[src/rtl/fcvt_result_queue.sv]
// fcvt_result_queue: FIFO of formatted float-to-int conversion results with sticky fflags (optional flush via FCVT_QUEUE_FLUSH_EN)
module fcvt_result_queue #(
  parameter int INT_WIDTH = 64,
  parameter int DEPTH     = 4,
  parameter int TAG_WIDTH = 5
) (
  input  logic                     clk,
  input  logic                     reset_n,
`ifdef FCVT_QUEUE_FLUSH_EN
  input  logic                     flush,
`endif
  input  logic                     in_valid,
  output logic                     in_ready,
  input  logic [INT_WIDTH-1:0]     in_data,
  input  logic [4:0]               in_flags,
  input  logic [1:0]               in_typeOp,
  input  logic [TAG_WIDTH-1:0]     in_tag,
  output logic                     out_valid,
  input  logic                     out_ready,
  output logic [INT_WIDTH-1:0]     out_data,
  output logic [TAG_WIDTH-1:0]     out_tag,
  output logic [4:0]               fflags,
  input  logic                     fflags_clear,
  output logic [$clog2(DEPTH):0]   count
);
  localparam int AW = $clog2(DEPTH);
  localparam logic [AW:0] FULL = (AW+1)'(DEPTH);
  localparam logic [1:0] TYPE_UINT32 = 2'b00;
  localparam logic [1:0] TYPE_INT32  = 2'b01;
  logic [INT_WIDTH-1:0] data_mem [DEPTH];
  logic [TAG_WIDTH-1:0] tag_mem [DEPTH];
  logic [4:0] flags_mem [DEPTH];
  logic [AW-1:0] rd_ptr, wr_ptr;
  logic flushing, enq, deq, is32;
  logic [INT_WIDTH-1:0] fmt_data;
`ifdef FCVT_QUEUE_FLUSH_EN
  assign flushing = flush;
`else
  assign flushing = 1'b0;
`endif
  assign in_ready  = count != FULL;
  assign out_valid = count != '0;
  assign enq = in_valid & in_ready & ~flushing;
  assign deq = out_valid & out_ready & ~flushing;
  assign is32 = (in_typeOp == TYPE_UINT32) || (in_typeOp == TYPE_INT32);
  assign fmt_data = is32 ? {{(INT_WIDTH-32){in_data[31]}}, in_data[31:0]} : in_data;
  assign out_data = out_valid ? data_mem[rd_ptr] : '0;
  assign out_tag  = out_valid ? tag_mem[rd_ptr] : '0;
  // Storage is not reset; empty-gating above hides stale contents.
  always_ff @(posedge clk) begin
    if (enq) begin
      data_mem[wr_ptr]  <= fmt_data;
      tag_mem[wr_ptr]   <= in_tag;
      flags_mem[wr_ptr] <= in_flags;
    end
  end
  // Pointers, occupancy and sticky flags; a dequeued entry's flags survive a same-cycle clear.
  always_ff @(posedge clk or negedge reset_n) begin
    if (!reset_n) begin
      rd_ptr <= '0;
      wr_ptr <= '0;
      count  <= '0;
      fflags <= '0;
    end else begin
      rd_ptr <= flushing ? '0 : rd_ptr + AW'(deq);
      wr_ptr <= flushing ? '0 : wr_ptr + AW'(enq);
      count  <= flushing ? '0 : count + (AW+1)'(enq) - (AW+1)'(deq);
      fflags <= (fflags_clear ? 5'd0 : fflags) | (deq ? flags_mem[rd_ptr] : 5'd0);
    end
  end
endmodule

[config.mk]
export PLATFORM = sky130hd
export DESIGN_NAME = fcvt_result_queue
export DESIGN_NICKNAME = d
export VERILOG_FILES = /design/src/rtl/fcvt_result_queue.sv
export SDC_FILE = /design/constraint.sdc
export NUM_CORES = 1
export LEC_CHECK = 0
export BUFFER_PORTS_ARGS = -buffer_cell sky130_fd_sc_hd__buf_2
export CORE_ASPECT_RATIO = 0.9
export CORE_UTILIZATION = 52
export DETAILED_ROUTE_END_ITERATION = 6
export GPL_TIMING_DRIVEN = 0
export PLACE_DENSITY_LB_ADDON = 0.15
export SLEW_MARGIN = 5
export SYNTH_ARGS = -nofsm -noshare
export SYNTH_HDL_FRONTEND = slang
export SYNTH_SLANG_ARGS = --single-unit
[constraint.sdc]
create_clock -name clk -period 8.7 [get_ports clk]
set_input_delay 0.435 -clock clk [delete_from_list [all_inputs] [get_ports clk]]
set_output_delay 0.435 -clock clk [all_outputs]
set_load 0.01 [all_outputs]
==> Word level (Yosys, flattened, before mapping) <==
Memories as Yosys holds them, arrays and structs flattened.
Cells that the tools add are included.
{ "classes": {"addsub": 4, "eq_ne": 2, "mux": 7, "n_bitwise": 3, "reduce_logical": 3} }
{ "ops": {"columns": ["op", "n"], "rows": [
  ["two-way mux 64 bit", 2],
  ["two-way mux 5 bit", 3],
  ["bitwise OR 5 bit", 1],
  ["adder 2 x 1 -> 2 bit", 2],
  ["adder 3 x 1 -> 3 bit", 1],
  ["!= test 3 bit, second input constant", 1],
  ["nonzero test 3 bit", 1],
  ["subtractor 3 x 1 -> 3 bit", 1],
  ["AND 1 bit", 2],
  ["== test 2 x 1 -> 1 bit, second input constant", 1],
  ["logical NOT 2 bit", 1],
  ["two-way mux 1 bit", 2],
  ["logical OR 1 bit", 1]
]} }
{ "totals": {"ff_bits": 12, "ramBits": 296, "inputBits": 81, "output_inout_bits": 79, "word_cells": 26, "mem_count": 3} }
{ "mem_list": {"columns": ["name", "depth", "word_bits", "read_ports", "rd_clocked_by_memory_dff", "write_ports", "line", "rtl"], "rows": [
  ["data_mem", 4, 64, 1, 0, 1, "30", "logic [INT_WIDTH-1:0] data_mem [DEPTH];"],
  ["flags_mem", 4, 5, 1, 0, 1, "32", "logic [4:0] flags_mem [DEPTH];"],
  ["tag_mem", 4, 5, 1, 0, 1, "31", "logic [TAG_WIDTH-1:0] tag_mem [DEPTH];"]
]} }

==> Longest topological paths before layout <==
Gate-level depths: netlist of run 1.
{ "logic_depth": {"word_depth": 4, "mapped_depth": 9, "depth_no_buf": 9} }

==> Worst setup path after synthesis of run 1 <==
Ideal clock, no wire load.
{ "synth_timing": {"kind": "reg-to-reg", "startpoint": "register count[2]", "endpoint": "memory data_mem[0][0] (enable)", "setup_time_ns": 0.714, "arrival_ns": 8.278, "setup_slack_ns": -0.292, "path_stages_with_launch": 3, "path_buffers": 0, "path_cell_list": "dfrtp_1 > nor3b_1 > nor4b_1"} }
{ "synth_between": {"elab_chain_len": 4} }
{ "synth_rtl": {"columns": ["item", "line", "rtl"], "rows": [
  ["start: declaration", "24", "output logic [$clog2(DEPTH):0] count"],
  ["start signal: assignment", "67", "count <= flushing ? '0 : count + (AW+1)'(enq) - (AW+1)'(deq);"],
  ["!= test 3 bit", "41", "assign in_ready = count != FULL;"],
  ["AND 1 bit", "43", "assign enq = in_valid & in_ready & ~flushing;"],
  ["two-way mux 1 bit", "51", "if (enq) begin"],
  ["two-way mux 1 bit (implied by the code)", "52", "data_mem[wr_ptr] <= fmt_data;"],
  ["end: declaration", "30", null]
]} }
Every way passes these cells.

==> Worst setup path in the final report of run 1 <==
{ "layout_timing": {"startpoint": "register count[1]", "endpoint": "output port out_data[50]"} }
{ "layout_between": {"elab_chain_len": 2} }
{ "layout_rtl": {"columns": ["item", "line", "rtl"], "rows": [
  ["nonzero test 3 bit", "42", "assign out_valid = count != '0;"],
  ["two-way mux 64 bit", "47", "assign out_data = out_valid ? data_mem[rd_ptr] : '0;"],
  ["end: declaration", "20", "output logic [INT_WIDTH-1:0] out_data,"]
]} }
Every way passes these cells.

==> summary.md, run 1 <==
| Metric | Value |
|---|---|
| Sequential share of power | 0.415 |
| Number of diodes | 0 |
| FF-to-FF End | count[2] |
| Status | completed |
| Number of global-route vias before repair | around 6300 |
| Vias per cell | 5.42 |
| Achievable Freq | 0.349 GHz |
| Crit Reg-Reg Startpoint | count[1] |
| Largest net degree at the start of global routing | 41 |
| Hold-fix buffers, CTS | 1 |
| Cell row count | 52 |
| Crit Path Category | reg2out |
| Synth area leader | edfxtp_1 |
| First-pass GRT wire length | 36000 um |
| Final nets | 874 |
| P per Cell Area | approximately 350 nW/um^2 |
| Worst setup EP type | primary output |
| Crit path DAT | between 2 and 2.5 ns |
| Total power | 4.96 mW |
| Post CTS Setup Buffer Count | 0 |
| Reg clk slew, reported paths | about 0.060 ns |
| Int Pwr | between 3 and 4 mW |
| #FFs+latches synth | 308 |
| Initial core utilization | 0.531 |
| Distinct cells, synth | 23 |
| Area growth syn-to-layout | 20.2% |
| Setup slack after layout | 5.84 ns |
| DP Worst Slack | 5.61 ns |
| Clock latency on the worst-skew pair | 0.54 ns |
| Post-detail-place hpwl | 15100 um |
| IO buf count | 157 |
| Die area | 23600 sq um |
| Worst Path Max Fanout | 10 |
| Worst rel slew slack | 0.488 |
| TritonCTS clock tree | built |
| Post-route ant nets | 0 |
| Fin crit share | 0.329 |
| Worst hold path type | in2reg |
| Max VDD drop | 0.000188 V |
| Global-route usage over all layers | 0.204 |
| Vias after detailed routing | 5993 |
| Combinational power share | 0.346 |
| Number of DRC markers in iteration 0 | 390 |
| Die Wd | 162 um |
| Wirelength per Cell | 21.0 um |
| H-Tree Depth | 1 |
| Hold Path Cell Cnt | 1 |
| Worst hold endpoint | data_mem[2][19] |
| Slew Limit Fails | 0 |
| Critical hold path startpoint | in_data[19] |
| Boundary Pins | 160 |
| Mapped cell area | 12000 sq um |
| R2R depth | 9 |
| MaxCap Viol Count | 0 |
| Synthesized area per cell | slightly above 20 sq um |
| CTS sink cnt | approximately 310 |
| DR pass1 iterations | 4 |
| Final WL | 23200 um |
| Reg2reg setup slack | 6.04 ns |
| Worst clock skew | 0.00420 ns |
| GRT Residual Overflow | 0 |
| Root buffer cell | clkbuf_16 |
| Ratio of cells with drive above 1 in the final layout | 0.381 |
| Clock buffer depth | 3 |
| Inserted Clock Buffers | 31 |
| Startpoint Class | flip-flop |
| Setup-failing EPs final | 0 |
| Min Clock Period, post-route | 2.86 ns |
| Sw power | 1.47 mW |
| RSZ-0062 raised after global routing | no |
| Sequential share of the synthesized area | 0.769 |
| Initial antenna violation count | 1 |
| Req. time, crit path | around 8.3 ns |
| PostCTS Resize Cnt | 0 |
| RD Place Congestion | roughly 0.74 |
| Die Y | 146 um |
| Worst slew pin tran | 0.765 ns |
| Mapped Cells | 575 |
| Hold Vio Cnt, Final | 0 |
| Syn Nets | ~660 |
| Clk network pwr share | 0.238 |
| Drt drc | 0 |
| Yosys Warn Count | 0 |
| Synth top area share | 0.743 |
| P_leak | 5.16 nW |
| Sw frac | 0.297 |
| Top post-synthesis cells by area | edfxtp_1 (74%), mux4_2 (14%), and2_1 (3.6%), dfrtp_1 (2.5%), nand2_1 (2.0%) |
| Core Area | 22500 sq um |
[synth_stat cells (all sizes together)]
master  count
nor3b       1
nand2b      2
buf        14
edfxtp    296
or3         1
dfrtp      12
o31a        1
nor2b       1
mux4       74
and2       69
nor4bb      2
fa          1
inv         5
clkbuf     17
and4b       1
ha          4
xor2        2
a22o        5
nor4b       1
nand2      64
xnor2       2
[placed cells by master, fill, tap and decap left out, types with 6 or more instances in the layout]
cell type / instances
edfxtp_1: 296
buf_2: 163
mux4_2: 74
and2_1: 69
nand2_1: 64
clkbuf_16: 31
clkbuf_1: 28
buf_6: 18
dfrtp_1: 12
buf_8: 10
clkinv_1: 6
[cell families after synthesis]
kind of cell | count (synthesis) | synth area share
compound gates | 6 | 0.00440
simple gates | 142 | 0.0622
xor+xnor | 4 | 0.00293
fa+ha+maj | 5 | 0.00586
buf+inv | 36 | 0.0166
mux | 74 | 0.139
flops | 308 | 0.769
[stage by stage]
step	TNS [ns]	hold WS (ns)	cell area, sq um	util	std cells
6_report	0	0.110	14400	0.638	1105
5_1_grt	0	0.0985	14400	0.638	1105
4_1_cts	0	0.0907	14400	0.638	1105
3_5_place_dp	0	0.331	13500	0.598	1051
3_3_place_gp	-813.52	0.319	13100	0.583	1029
2_1_floorplan	0	0.139	12000	-	575
[critical path, stage by stage (launching register included)]
cell and delay, ns:
dfrtp_1 0.47, or3_1 0.15, clkbuf_1 0.49, clkbuf_1 0.41
and2_1 0.24, buf_2 0.14
[worst max path at each step]
| stage | from | end | cells past startpoint |
|---|---|---|---|
| floorplan | count[2] | data_mem[2][0] | 2 |
| global placement | count[2] | data_mem[1][56] | 2 |
| detailed placement | count[1] | count[2] | 9 |
| CTS | count[1] | count[2] | 9 |
| global route | count[1] | out_data[44] | 5 |
| finish | count[1] | out_data[50] | 5 |
[routing by layer]
| layer | GRT usage | vias up | routed length (um) |
|---|---|---|---|
| li1 | - | 2704 | - |
| met4 | 0.0439 | 2 | 379 |
| met5 | 0 | - | 10 |
| met2 | 0.341 | 198 | 11500 |
| met3 | 0.0308 | 35 | 1280 |
| met1 | 0.287 | 3054 | 9950 |
[power groups by stage]
stage | sequential [mW] | combinational [mW] | clock (mW)
after floorplan | 2.12 | 1.08 | 0
after global placement | 2.17 | 1.62 | 0
after detailed placement | 2.09 | 1.75 | 0
after CTS | 2.06 | 1.76 | 1.21
after global routing | 2.09 | 1.86 | 1.26
final | 2.06 | 1.72 | 1.18
[final cells by class]
class / count / area [sq um]
repair buffers: 180 / 1100
clock buffers: 42 / 817
clock inverters: 11 / 76.3
flip-flops and latches: 308 / 9190
well taps: 297 / 372
fillers: 1623 / 8140
plain buffers: 31 / 180
inverters: 5 / 18.8
multi-input cells: 231 / 2620
[sequential cells by signal, indices dropped and copies added, names as in the netlist]
register	flops
tag_mem	20
rd_ptr	2
count	3
flags_mem	20
fflags	5
wr_ptr	2
data_mem	256
Note: power is estimated with default switching activity, not from simulation.
==> run 2, diff against run 1 <==
--- a/config.mk
+++ b/config.mk
@@ -7,7 +7,7 @@
 export LEC_CHECK = 0
 export BUFFER_PORTS_ARGS = -buffer_cell sky130_fd_sc_hd__buf_2
 export CORE_ASPECT_RATIO = 0.9
-export CORE_UTILIZATION = 52
+export CORE_UTILIZATION = 57
 export DETAILED_ROUTE_END_ITERATION = 6
 export GPL_TIMING_DRIVEN = 0
 export PLACE_DENSITY_LB_ADDON = 0.15
==> constraint.sdc (replaced) <==
create_clock -name clk -period 2.8 [get_ports clk]
set_input_delay 0.14 -clock clk [delete_from_list [all_inputs] [get_ports clk]]
set_output_delay 0.14 -clock clk [all_outputs]
set_load 0.01 [all_outputs]
==> summary.md, run 2 (synthesized netlist as in run 1, its figures left out) <==
| Metric | Value |
|---|---|
| Die Wd | 155 um (-4.4%) |
| Setup-failing EPs final | 0 (unchanged) |
| P_leak | 5.53 nW (+7.1%) |
| Biggest regs | data_mem x256, flags_mem x20, tag_mem x20 |
| Achievable Freq | 0.379 GHz |
| Busiest grt layer | met2 |
| MaxCap Viol Count | 0 (unchanged) |
| Clk network pwr share | 0.252 (+0.014) |
| Core Area | 20300 sq um (-9.9%) |
| TritonCTS clock tree | built |
| Initial antenna violation count | 0 (-1) |
| Delay-heaviest family, CP | buffers and inverters |
| Req. time, crit path | 2.66 ns (-5.61 ns) |
| Max reg flops | 256 (unchanged) |
| Number of global-route vias before repair | 6695 (+6.9%) |
| Crit path DAT | 2.50 ns (+0.07 ns) |
| Commonest non-fill, non-tap cell in the layout | edfxtp_1 |
| Inserted Clock Buffers | 30 (-3.2%) |
| Initial core utilization | 0.589 (+0.0581) |
| Startpoint Class | flip-flop |
| DR pass1 iterations | 5 (+1) |
| Status | completed |
| Routing usage on met3 | 0.0358 (+0.00504) |
| Combinational power share | 0.344 (-0.002) |
| Die Y | 139 um (-4.4%) |
| Fin crit share | 0.942 |
| Sequential share of power | 0.404 (-0.011) |
| RSZ-0062 raised after global routing | no |
| Drt drc | 0 (unchanged) |
| Post-detail-place hpwl | 15400 um (+1.5%) |
| Global-route usage over all layers | 0.230 (+0.0259) |
| PostCTS Resize Cnt | 0 (unchanged) |
| Final nets | 946 (+8.2%) |
| Crit Path Category | reg2out |
| RD Place Congestion | 0.710 (-4.6%) |
| Vias after detailed routing | 6396 (+6.7%) |
| GR Layer Usage met2 | 0.387 (+0.0465) |
| Min Clock Period, post-route | 2.64 ns |
| Slew Limit Fails | 0 (unchanged) |
| P per Cell Area | 1040 nW/um^2 (+200%) |
| CTS sink cnt | 308 (unchanged) |
| Sw power | 4.68 mW (+220%) |
| Worst rel slew slack | 0.470 (-0.0176) |
| Hold Vio Cnt, Final | 0 (unchanged) |
| Final WL | 24000 um (+3.4%) |
| H-Tree Depth | 1 (unchanged) |
| M1 GR Usage | 0.318 (+0.0307) |
| Largest net degree at the start of global routing | 39 (-4.9%) |
| Number of diodes | 0 (unchanged) |
| Max VDD drop | 0.000596 V (+220%) |
| Worst setup EP type | primary output |
| Worst hold path type | in2async |
| Ratio of cells with drive above 1 in the final layout | 0.356 (-0.0249) |
| Most frequent CP cell | clkbuf_1 |
| Critical-path top delay cell | dfrtp_1 |
| Largest Register | data_mem |
| Worst clock skew | 0.0130 ns (+0.00879 ns) |
| First-pass GRT wire length | 37200 um (+3.3%) |
| Clock latency on the worst-skew pair | 0.55 ns (about the same) |
| Area growth syn-to-layout | 27.1% |
| Number of DRC markers in iteration 0 | 446 (+14%) |
| IO buf count | 157 (unchanged) |
| Boundary Pins | 160 (unchanged) |
| Int Pwr | 11.2 mW (+220%) |
| CP Cell Sequence | or3_1 > clkbuf_1 > clkbuf_1 > and2_1 > buf_2 |
| Worst slew pin tran | 0.791 ns (+0.0264 ns) |
| Count of buffer and inverter cells on the critical path | 3 (unchanged) |
| GRT Residual Overflow | 0 (unchanged) |
| Cell row count | 49 (-5.8%) |
| Clock buffer depth | 3 (unchanged) |
| Sw frac | 0.295 (-0.00209) |
| Post-route ant nets | 0 (unchanged) |
| Reg2reg setup slack | 0.23 ns (-5.81 ns) |
| Crit-path max cell delay | 0.51 ns (+0.02 ns) |
| Sum Neg Setup Slack | 0 ns (unchanged) |
| Commonest non-fill, non-tap cells in the layout | edfxtp_1 (296), buf_2 (163), mux4_2 (74), dlygate4sd3_1 (74), and2_1 (69) |
| Wirelength per Cell | 20.6 um (-1.8%) |
| Reg clk slew, reported paths | 0.06 ns (about the same) |
| Cell Area, Placed | 13500 sq um (about the same) |
| Worst Path Max Fanout | 10 (unchanged) |
| Final Cell Area | 15200 sq um (+5.7%) |
| Die area | 21600 sq um (-8.7%) |
| Root buffer cell | clkbuf_16 |
| Vias per cell | 5.49 (+1.3%) |
-- run 2: cell types whose count changed in the layout (fill, tap and decap cells not counted) --
cell	previous run	this run
dlygate4sd3_1	1	74
clkbuf_1	28	20
nor3b_2	1	0
clkinv_1	6	10
bufinv_16	1	4
clkinv_2	3	6
nor3b_4	0	1
inv_6	0	1
buf_6	18	16
buf_8	10	12
-- run 2: what timing repair did --
action | 4_1_cts | 5_1_grt
hold buffers | 74 | 0
setup endpoints to repair | 0 | 0
hold endpoints to repair | 304 | 0
setup buffers | 0 | 0
-- run 2: power groups by stage --
stage	Sequential (mW)	Combinational (mW)	Clock, mW
floorplan	6.49	3.39	0
global placement	6.54	5.06	0
detailed placement	6.51	5.42	0
CTS	6.42	5.55	4.07
global route	6.48	5.89	4.24
finish	6.41	5.46	4.00
-- run 2: worst paths after layout --
check / end / cells past startpoint / from
max: out_data[51] / 5 / count[1]
min: count[0] / 2 / reset_n
max reg2reg: count[2] / 9 / count[1]
min reg2reg: fflags[2] / 1 / fflags[2]
max in group asynchronous: fflags[4] / 2 / reset_n
min in group clk: fflags[2] / 3 / fflags_clear
-- run 2: worst register-to-register path, stage by stage, from the launching register on --
cell	delay, ns
dfrtp_1	0.48
nor3b_4	0.51
nand2b_1	0.19
ha_1	0.23
inv_1	0.08
ha_1	0.18
inv_1	0.06
fa_1	0.41
xnor2_1	0.20
xnor2_1	0.15
-- run 2: layout make-up --
type                    instances  area (sq um)
flip-flops and latches        308          9190
clock buffers                  34           787
repair buffers                253          1840
inverters                       5          18.8
well taps                     280           350
plain buffers                  31           180
fillers                      1186          5100
clock inverters                22           205
multi-input cells             231          2630
-- run 2: stage by stage --
step / hold WS (ns) / setup WS (ns) / util / instances / total power, mW
2_1_floorplan: -0.156 / -0.801 / - / 575 / 9.88
3_3_place_gp: 0.0259 / -2.55 / 0.648 / 1012 / 11.6
3_5_place_dp: 0.0379 / 0.286 / 0.663 / 1034 / 11.9
4_1_cts: 0.00826 / 0.0933 / 0.749 / 1164 / 16.0
5_1_grt: 0.0262 / 0.0130 / 0.749 / 1164 / 16.6
6_report: 0.0123 / 0.161 / 0.749 / 1164 / 15.9
-- run 2: metal layers --
metal / up-vias / part of all wire
li1: 2859 / -
met1: 3255 / 0.41
met2: 243 / 0.51
met3: 39 / 0.062
met4: 0 / 0.022
met5: - / 0
==> run 3, diff against run 2 <==
--- a/config.mk
+++ b/config.mk
@@ -7,7 +7,8 @@
 export LEC_CHECK = 0
 export BUFFER_PORTS_ARGS = -buffer_cell sky130_fd_sc_hd__buf_2
 export CORE_ASPECT_RATIO = 0.9
-export CORE_UTILIZATION = 57
+export CORE_UTILIZATION = 59
+export CTS_BUF_LIST = sky130_fd_sc_hd__clkbuf_2 sky130_fd_sc_hd__clkbuf_4 sky130_fd_sc_hd__clkbuf_8
 export DETAILED_ROUTE_END_ITERATION = 6
 export GPL_TIMING_DRIVEN = 0
 export PLACE_DENSITY_LB_ADDON = 0.15
==> summary.md, run 3 (synthesized netlist as in run 1, its figures left out) <==
| Metric | Value |
|---|---|
| Drt drc | 20 (+20) |
| Crit Path Category | reg2reg |
| Initial core utilization | 0.600 (+0.0109) |
| Die Y | 137 um (-1.7%) |
| Post-detail-place hpwl | 14900 um (-2.8%) |
| Crit path DAT | 2.78 ns (+0.28 ns) |
| Slew Limit Fails | 0 (unchanged) |
| Sw power | 4.63 mW (-1.1%) |
| Commonest non-fill, non-tap cell in the layout | edfxtp_1 |
| Fin crit share | 0.906 (-0.0364) |
| Violated checks | DRC |
| Global-route usage over all layers | 0.234 (+0.00461) |
| Sw frac | 0.301 (+0.00637) |
| Clk network pwr share | 0.234 (-0.018) |
| Worst slew pin tran | 0.937 ns (+0.146 ns) |
| Worst clock skew | 0.0155 ns (+0.00250 ns) |
| Number of global-route vias before repair | 6750 (+0.82%) |
| Reg clk slew, reported paths | 0.06 ns (about the same) |
| Final Cell Area | 15100 sq um (-0.82%) |
| CTS sink cnt | 308 (unchanged) |
| Vias per cell | 5.48 (-0.33%) |
| Fillcell total | 1166 (-1.7%) |
| Ratio of cells with drive above 1 in the final layout | 0.375 (+0.0185) |
| Cell Area, Placed | 13400 sq um (-0.51%) |
| Max VDD drop | 0.000825 V (+39%) |
| Die area | 20800 sq um (-3.3%) |
| RSZ-0062 raised after global routing | no |
| Status | complete, but fails checks |
| First-pass GRT wire length | 36300 um (-2.4%) |
| Commonest non-fill, non-tap cells in the layout | edfxtp_1 (296), buf_2 (163), dlygate4sd3_1 (75) |
| Min Clock Period, post-route | 2.54 ns (-0.102 ns) |
| Biggest regs | data_mem x256, flags_mem x20, tag_mem x20 |
| Setup-failing EPs final | 0 (unchanged) |
| MaxCap Viol Count | 0 (unchanged) |
| Largest Register | data_mem |
| Post-layout util | 0.756 (+0.00754) |
| Post-route ant nets | 0 (unchanged) |
| Area growth syn-to-layout | 26.0% |
| Root buffer cell | clkbuf_8 |
| Non-Filler Instances | 1171 (+0.60%) |
| Die Wd | 152 um (-1.7%) |
| Cell row count | 49 (unchanged) |
| Wirelength per Cell | 20.0 um (-2.6%) |
| Startpoint Class | flip-flop |
| Core Area | 19900 sq um (-1.8%) |
| Req. time, crit path | 3.04 ns (+0.38 ns) |
| TritonCTS clock tree | built |
| Boundary Pins | 160 (unchanged) |
| P per Cell Area | 1020 nW/um^2 (-2.3%) |
| Sequential share of power | 0.417 (+0.013) |
| H-Tree Depth | 2 (+1) |
| DR pass1 iterations | 7 (+2) |
| Worst setup EP type | flip-flop |
| Worst Path Max Fanout | 12 (+2) |
| Placed Cells | 1008 (-2.5%) |
| Largest net degree at the start of global routing | 41 (+5.1%) |
| RD Place Congestion | 0.736 (+3.6%) |
| Total power | 15.4 mW (-3.1%) |
| Clock latency on the worst-skew pair | 0.55 ns (about the same) |
| Vias after detailed routing | 6413 (+0.27%) |
| Number of DRC markers in iteration 0 | 336 (-25%) |
| Clock buffer depth | 3 (unchanged) |
| Initial antenna violation count | 1 (+1) |
| Hold Vio Cnt, Final | 0 (unchanged) |
| Achievable Freq | 0.394 GHz (+4.0%) |
| Final WL | 23500 um (-2.0%) |
| Worst hold path type | in2async |
| GRT Residual Overflow | 0 (unchanged) |
| IO buf count | 157 (unchanged) |
| P_leak | 5.52 nW (-0.13%) |
| Inserted Clock Buffers | 48 (+60%) |
| Worst rel slew slack | 0.374 (-0.0963) |
| Max reg flops | 256 (unchanged) |
| Combinational power share | 0.349 (+0.005) |
| Int Pwr | 10.7 mW (-4.0%) |
| Final nets | 963 (+1.8%) |
==> run 3: changes by cell type in the layout (fill, tap and decap cells not counted), moves of 3 or more <==
cell / previous run / this run
clkbuf_8: 0 / 51
buf_6: 16 / 22
clkinv_1: 10 / 16
clkbuf_16: 31 / 0
clkbuf_1: 20 / 16
bufinv_16: 4 / 1
buf_8: 12 / 5
clkbuf_4: 0 / 14
==> run 3: final timing paths <==
path	slack, ns	cells after the start	endpoint	start
setup / recovery	0.26	5	data_mem[2][45]	count[1]
hold / removal	0.03	2	count[2]	reset_n
setup reg to reg	0.26	5	data_mem[2][45]	count[1]
hold reg to reg	0.50	1	fflags[2]	fflags[2]
max in group asynchronous	2.54	2	rd_ptr[1]	reset_n
min in group clk	0.04	3	fflags[4]	fflags_clear
==> run 3: final cells by class <==
type / instances / area, sq um / area share
plain buffers: 30 / 176 / 0.0117
repair buffers: 253 / 1810 / 0.120
inverters: 5 / 18.8 / 0.00125
clock inverters: 23 / 120 / 0.00797
clock buffers: 65 / 807 / 0.0536
multi-input cells: 231 / 2630 / 0.174
well taps: 255 / 319 / 0.0212
diodes: 1 / 2.50 / 0.000166
flip-flops and latches: 308 / 9190 / 0.610
==> run 3: power groups by stage <==
| stage | logic [mW] | clock network, mW | registers [mW] |
|---|---|---|---|
| after floorplan | 3.39 | 0 | 6.49 |
| after global placement | 5.05 | 0 | 6.54 |
| after detailed placement | 5.37 | 0 | 6.50 |
| after CTS | 5.46 | 3.65 | 6.41 |
| after global routing | 5.81 | 3.85 | 6.48 |
| final | 5.37 | 3.59 | 6.41 |
==> run 3: timing repair <==
item / CTS / global route
hold endpoints to repair: 308 / 0
buffers inserted: 0 / 0
resized for setup: 0 / 0
hold buffers: 75 / 0
setup endpoints to repair: 0 / 4
==> run 3: worst max-delay path: stages (launching register included) <==
cell	delay (ns)
dfrtp_1	0.53
nor3b_4	0.15
nor4bb_4	0.86
buf_6	0.28
buf_6	0.20
buf_6	0.21
==> run 3: metal layers <==
metal	share of wire	global-route usage	vias to the layer above
met5	0	0	-
met1	0.43	0.319	3252
met4	0.020	0.0833	0
met2	0.49	0.387	218
li1	-	-	2905
met3	0.061	0.0456	38
==> run 3: through the flow <==
step	worst slack [ns]	TNS (ns)	hold slack, ns
final	0.263	0	0.0315
after global routing	0.125	0	0.0330
after CTS	0.0691	0	0.00876
after detailed placement	0.284	0	0.0384
after global placement	-2.58	-569.69	0.0256
after floorplan	-0.801	-169.50	-0.156
